<file path="src/rtl/debounce_pkg.sv">
// Shared defaults and parameter sanity check for the multi-channel debouncer.
package debounce_pkg;

    localparam int DEF_CNT_W         = 16;
    localparam int DEF_STABLE_CYCLES = 20;
    localparam int DEF_LONG_CYCLES   = 1000;

    // True when the channel count and both cycle thresholds fit the counter width.
    function automatic bit params_ok(int channels, int cnt_w, int stable_cycles, int long_cycles);
        longint limit;
        if (cnt_w < 1 || cnt_w > 62) begin
            return 1'b0;
        end
        limit = longint'(1) << cnt_w;
        return (channels >= 1) && (stable_cycles >= 1) && (long_cycles >= 1) &&
               (longint'(stable_cycles) < limit) && (longint'(long_cycles) < limit);
    endfunction

endpackage

</file>
<file path="src/rtl/debounce_chan.sv">
// One debounce channel: two-stage synchroniser, stability filter driving the
// clean level with rise/fall strobes, and a hold counter for the long-press strobe.
module debounce_chan
    import debounce_pkg::*;
#(
    parameter int   CNT_W         = DEF_CNT_W,
    parameter int   STABLE_CYCLES = DEF_STABLE_CYCLES,
    parameter int   LONG_CYCLES   = DEF_LONG_CYCLES,
    parameter logic IDLE_LEVEL    = 1'b1
) (
    input  logic clk,
    input  logic rst,
    input  logic tick,
    input  logic in,
    output logic out,
    output logic rise,
    output logic fall,
    output logic long
);

    localparam logic             ACTIVE_LEVEL = ~IDLE_LEVEL;
    localparam logic [CNT_W-1:0] STABLE_LAST  = CNT_W'(STABLE_CYCLES - 1);
    localparam logic [CNT_W-1:0] LONG_LAST    = CNT_W'(LONG_CYCLES - 1);
    localparam logic [CNT_W-1:0] LONG_MAX     = CNT_W'(LONG_CYCLES);

    logic             sync1;
    logic             sync2;
    logic [CNT_W-1:0] scnt;
    logic [CNT_W-1:0] hcnt;

    // Synchroniser runs every clock so metastability settling never depends on tick.
    always_ff @(posedge clk) begin
        if (rst) begin
            sync1 <= IDLE_LEVEL;
            sync2 <= IDLE_LEVEL;
        end else begin
            sync1 <= in;
            sync2 <= sync1;
        end
    end

    // Stability filter: any agreement clears the count, a full run of qualified disagreement flips out.
    always_ff @(posedge clk) begin
        if (rst) begin
            out  <= IDLE_LEVEL;
            scnt <= '0;
            rise <= 1'b0;
            fall <= 1'b0;
        end else begin
            rise <= 1'b0;
            fall <= 1'b0;
            if (sync2 == out) begin
                scnt <= '0;
            end else if (tick) begin
                if (scnt == STABLE_LAST) begin
                    out  <= sync2;
                    scnt <= '0;
                    rise <= sync2;
                    fall <= ~sync2;
                end else begin
                    scnt <= scnt + CNT_W'(1);
                end
            end
        end
    end

    // Hold counter saturates at the threshold so long fires only once per press.
    always_ff @(posedge clk) begin
        if (rst) begin
            hcnt <= '0;
            long <= 1'b0;
        end else begin
            long <= 1'b0;
            if (out != ACTIVE_LEVEL) begin
                hcnt <= '0;
            end else if (tick && (hcnt != LONG_MAX)) begin
                hcnt <= hcnt + CNT_W'(1);
                long <= (hcnt == LONG_LAST);
            end
        end
    end

endmodule

</file>
<file path="src/rtl/debounce_multi.sv">
// N-channel debouncer for a key bank: independent debounce_chan per input bit.
module debounce_multi
    import debounce_pkg::*;
#(
    parameter int   CHANNELS      = 4,
    parameter int   CNT_W         = DEF_CNT_W,
    parameter int   STABLE_CYCLES = DEF_STABLE_CYCLES,
    parameter int   LONG_CYCLES   = DEF_LONG_CYCLES,
    parameter logic IDLE_LEVEL    = 1'b1
) (
    input  logic                clk,
    input  logic                rst,
    input  logic                tick,
    input  logic [CHANNELS-1:0] in,
    output logic [CHANNELS-1:0] out,
    output logic [CHANNELS-1:0] rise,
    output logic [CHANNELS-1:0] fall,
    output logic [CHANNELS-1:0] long
);

    // Reject configurations whose thresholds cannot be represented by the counters.
    generate
        if (!params_ok(CHANNELS, CNT_W, STABLE_CYCLES, LONG_CYCLES)) begin : g_bad_params
            $error("debounce_multi: illegal CHANNELS/CNT_W/STABLE_CYCLES/LONG_CYCLES combination");
        end
    endgenerate

    // One fully independent channel per input bit; no shared state between channels.
    generate
        for (genvar i = 0; i < CHANNELS; i++) begin : g_chan
            debounce_chan #(
                .CNT_W         (CNT_W),
                .STABLE_CYCLES (STABLE_CYCLES),
                .LONG_CYCLES   (LONG_CYCLES),
                .IDLE_LEVEL    (IDLE_LEVEL)
            ) u_chan (
                .clk  (clk),
                .rst  (rst),
                .tick (tick),
                .in   (in[i]),
                .out  (out[i]),
                .rise (rise[i]),
                .fall (fall[i]),
                .long (long[i])
            );
        end
    endgenerate

endmodule
</file>
<file path="config.mk">
export PLATFORM = sky130hd
export DESIGN_NAME = debounce_multi
export DESIGN_NICKNAME = d
export VERILOG_FILES = /design/src/rtl/debounce_pkg.sv /design/src/rtl/debounce_chan.sv /design/src/rtl/debounce_multi.sv
export SDC_FILE = /design/constraint.sdc
export NUM_CORES = 1
export LEC_CHECK = 0
export BUFFER_PORTS_ARGS = -buffer_cell sky130_fd_sc_hd__buf_2
export CAP_MARGIN = 10
export CORE_ASPECT_RATIO = 1.1
export CORE_MARGIN = 2
export CORE_UTILIZATION = 60
export CTS_CLUSTER_SIZE = 10
export DETAILED_ROUTE_END_ITERATION = 6
export MAX_ROUTING_LAYER = met4
export PLACE_DENSITY = 0.87
export SLEW_MARGIN = 15
export SYNTH_ARGS = -nofsm -noshare
export SYNTH_HDL_FRONTEND = slang
export SYNTH_HIERARCHICAL = 1
export SYNTH_SLANG_ARGS = --single-unit
</file>
<file path="constraint.sdc">
create_clock -name clk -period 3.8 [get_ports clk]
set_clock_uncertainty 0.05 [all_clocks]
set_input_delay 0.76 -clock clk [delete_from_list [all_inputs] [get_ports clk]]
set_output_delay 0.76 -clock clk [all_outputs]
set_load 0.005 [all_outputs]
</file>
==> results by group <==
Critical path
  • CP max stage delay: approximately 0.46 ns
  • Reg2reg setup slack: between 1.5 and 2 ns
  • Worst Setup Start Kind: primary input
  • Critical path arrival: between 2 and 3 ns
  • WS Path Type: primary input to flip-flop
  • R2r endpoint: g_chan[1].u_chan/scnt[12]$_SDFFE_PP0P_
  • Data required, critical path: 4.04 ns
  • Crit path max-delay cell type: or3_1
  • Worst Setup End Kind: flip-flop
  • Bufs and invs on worst path: 2
  • Worst-path maximum fanout: 27
  • Critical path cell sequence: buf_2 -> buf_4 -> nor4bb_1 -> and4_1 -> or3_1 -> nor2_1
  • Worst r2r path cells: 5
  • CP top delay family: simple AND/OR/NAND/NOR gates
  • Worst reg2reg startpoint: g_chan[1].u_chan/scnt[0]$_SDFFE_PP0P_

Timing
  • Endpoints failing setup: 0
  • Slew headroom: 57.2%
  • Max Freq: 408 MHz
  • Max Slew Vio Count: 0
  • Crit share post-route: 64.6%
  • Post-route minimum period: approximately 2.5 ns
  • Measured slew at the worst slew-check pin: about 0.64 ns
  • Min Hold Slack: 0.356 ns
  • Final setup margin: about 1.3 ns
  • RSZ-0062 raised after global routing: no
  • Setup TNS: 0 ns
  • Final hold vios: 0

Placed design
  • Gpl congestion: 0.803
  • DPL Wire Length: between 8000 and 9000 um
  • PortBufs: 22
  • Pre-CTS setup slack: between 0.9 and 1 ns

Clock tree
  • # Post-CTS Setup Buffers: 0
  • Worst-Skew Late Latency: between 0.4 and 0.5 ns
  • Post-CTS Hold Buffers: 0
  • H-tree levels: 4
  • Total CTS buffers: 17
  • Clk slew on worst S/H paths: about 0.060 ns
  • # resized after CTS: 0
  • TritonCTS clock tree: built
  • Root Buffer: clkbuf_16
  • CTS Sinks: approximately 150
  • CTS Buffer Depth: 2

Pwr
  • Pwr Total: around 3400 uW
  • Leak: 0.00246 uW
  • Pwr/cell area: between 400 and 500 mW/mm2
  • Peak VDD IR: 0.000318 V

Logic synthesis
  • Synth Cell Area: between 0.007 and 0.008 mm2
  • Synthesis warning total: 6
  • Synth async-reset ratio: 0%
  • Post-synth top area share: between 40 and 50%
  • Synth Flop Type: dfxtp_1
  • Count leader, synth: dfxtp_1
  • Syn_area_per_cell: roughly 9.0 um2
  • Top cells by area, synth: dfxtp_1 43%, xnor2_1 7.7%, nor2_1 5.2%
  • Synth Register Bits: 152
  • Syn Inst Count: just under 800
  • Synth top cells by count: 152 x dfxtp_1, 99 x nor2_1, 63 x xnor2_1
  • Top cell type by total area after synthesis: dfxtp_1
  • Register area share after synthesis: a little over two fifths
  • Synthesized net count: about 810
  • Post-synth EDFFs: 0
  • Distinct cell type count of the synthesized netlist: 52

Layout
  • Layout cells sized above 1: between 10% and 20%
  • Fillers: slightly below 900
  • Final net count: slightly above 800
  • FF+latch area: about 0.003 mm2
  • Final Core Density: 68.6%
  • Multi-input gate area: between 0.003 and 0.004 mm2
  • Number of diodes: 0
  • Layout area overhead: 11.0%

Run status
  • Run status: completed

GRT
  • Pin count of the biggest net entering global routing: 29
  • Vias in the first global route: between 5,000 and 6,000
  • First-pass GRT wire length: around 23,000 um
  • Total grt overflow: 0
  • GR Util All Layers: between 20% and 30%
  • Initial antenna violation count: 0

Drt
  • Vias per cell: 5.78
  • Total number of vias: 5,599
  • Routed WL: ~13,000 um
  • ANT nets after route: 0
  • Initial DRC count: around 290
  • Drt drc: 0
  • TritonRoute pass-1 iters: 5
  • Wirelength per Cell: ~14 um

Die
  • Die area: around 0.013 mm2
  • Die height: between 100 and 150 um
  • Core area: 0.0115 mm2
  • Die Width: approximately 110 um
  • Row cnt: just over 40
  • Top-level port count: 23
  • Initial core utilization: between 60% and 70%

Worst hold path
  • Hold path cells: 1
  • Worst hold-check path type: flip-flop to flip-flop
  • Worst hold path endpoint: g_chan[3].u_chan/sync2$_SDFF_PP1_
  • Hold_sp: g_chan[3].u_chan/sync1$_SDFF_PP1_

Job
  • Max-Cap Viols: 0
cell families (layout without fill, tap and decap cells):
kind of cell,count (synthesis),count (layout),share of synthesized area (%)
DFF,152,152,42.6
xor gates and xnor gates,94,94,11.5
and+or+nand+nor,412,412,34.0
adders and majority gates,12,12,2.10
AOI/OAI and AO/OA,60,60,5.12
buffers and inverters,58,85,4.03
muxes,4,4,0.561
cell usage in the layout (no fill, tap or decap), types with 5 or more instances in the layout:
master and instances:
dfxtp_1 152, nor2_1 99, xnor2_1 63, nand2_1 58, nand4_1 40, nor4_1 38
xor2_1 31, nand3_1 28, inv_1 27, a21oi_1 25, nor3_1 22, buf_2 22
nor2_4 20, clkbuf_16 17, or3_1 17, and3_1 14, o21ai_0 14, ha_1 12
or2_2 11, nor4b_1 9, or4_1 8, and4_1 7, o31ai_1 7, nor4bb_1 6
a211oi_1 5
worst max-delay path by stage:
stage / from / end / slack [ns] / cells after the start
after floorplan: tick / g_chan[1].u_chan/hcnt[10]$_SDFFE_PP0P_ / 1.76 / 4
after global placement: tick / g_chan[3].u_chan/scnt[0]$_SDFFE_PP0P_ / 1.01 / 6
after detailed placement: tick / g_chan[3].u_chan/scnt[10]$_SDFFE_PP0P_ / 0.93 / 6
after CTS: tick / g_chan[3].u_chan/scnt[10]$_SDFFE_PP0P_ / 1.37 / 6
after global routing: tick / g_chan[3].u_chan/scnt[12]$_SDFFE_PP0P_ / 1.11 / 6
final: tick / g_chan[3].u_chan/scnt[10]$_SDFFE_PP0P_ / 1.35 / 6
routing by layer:
layer | GRT usage, % | wire, um | share of wire [%] | vias to the layer above
li1 | - | - | - | 2836
met1 | 28.4 | 6290 | 47 | 2645
met2 | 36.3 | 6570 | 49 | 100
met3 | 5.46 | 458 | 3.4 | 18
met4 | 7.45 | 163 | 1.2 | 0
met5 | - | 0 | 0 | -
sequential cells by signal, summed over array words and instances (netlist names):
name and cells:
g_chan.u_chan/fall 4, g_chan.u_chan/out 4, g_chan.u_chan/sync2 4, g_chan.u_chan/rise 4, g_chan.u_chan/scnt 64, g_chan.u_chan/long 4
g_chan.u_chan/sync1 4, g_chan.u_chan/hcnt 64
final cells by class:
cell class / instances / share of cell area, %
Multi-Input combinational cell: 582 / 48.1
Sequential cell: 152 / 38.4
Clock buffer: 21 / 5.94
Tap cell: 150 / 2.37
Clock inverter: 11 / 2.15
Timing Repair Buffer: 26 / 1.77
Inverter: 27 / 1.28
power breakdown:
part	leakage, uW	total (uW)	switching, uW	internal [uW]
Combinational	0.000928	38.5	25.3	13.2
Sequential	0.00123	1600	3.04	1600
Clock	0.000305	1800	647	1150
Total	0.00246	3440	675	2760
metrics by stage:
stage                     area (um2)  instances
after floorplan                 7140        792
after global placement          7280        937
after detailed placement        7280        937
after CTS                       7920        969
after global routing            7920        969
final                           7920        969
worst register-to-register path, cell delays in order (launching register included):
cell      delay, ns
dfxtp_1        0.37
ha_1           0.23
nor4bb_1       0.36
and4_1         0.31
or3_1          0.55
nor2_1         0.12
Note: power is estimated with default switching activity, not from simulation.
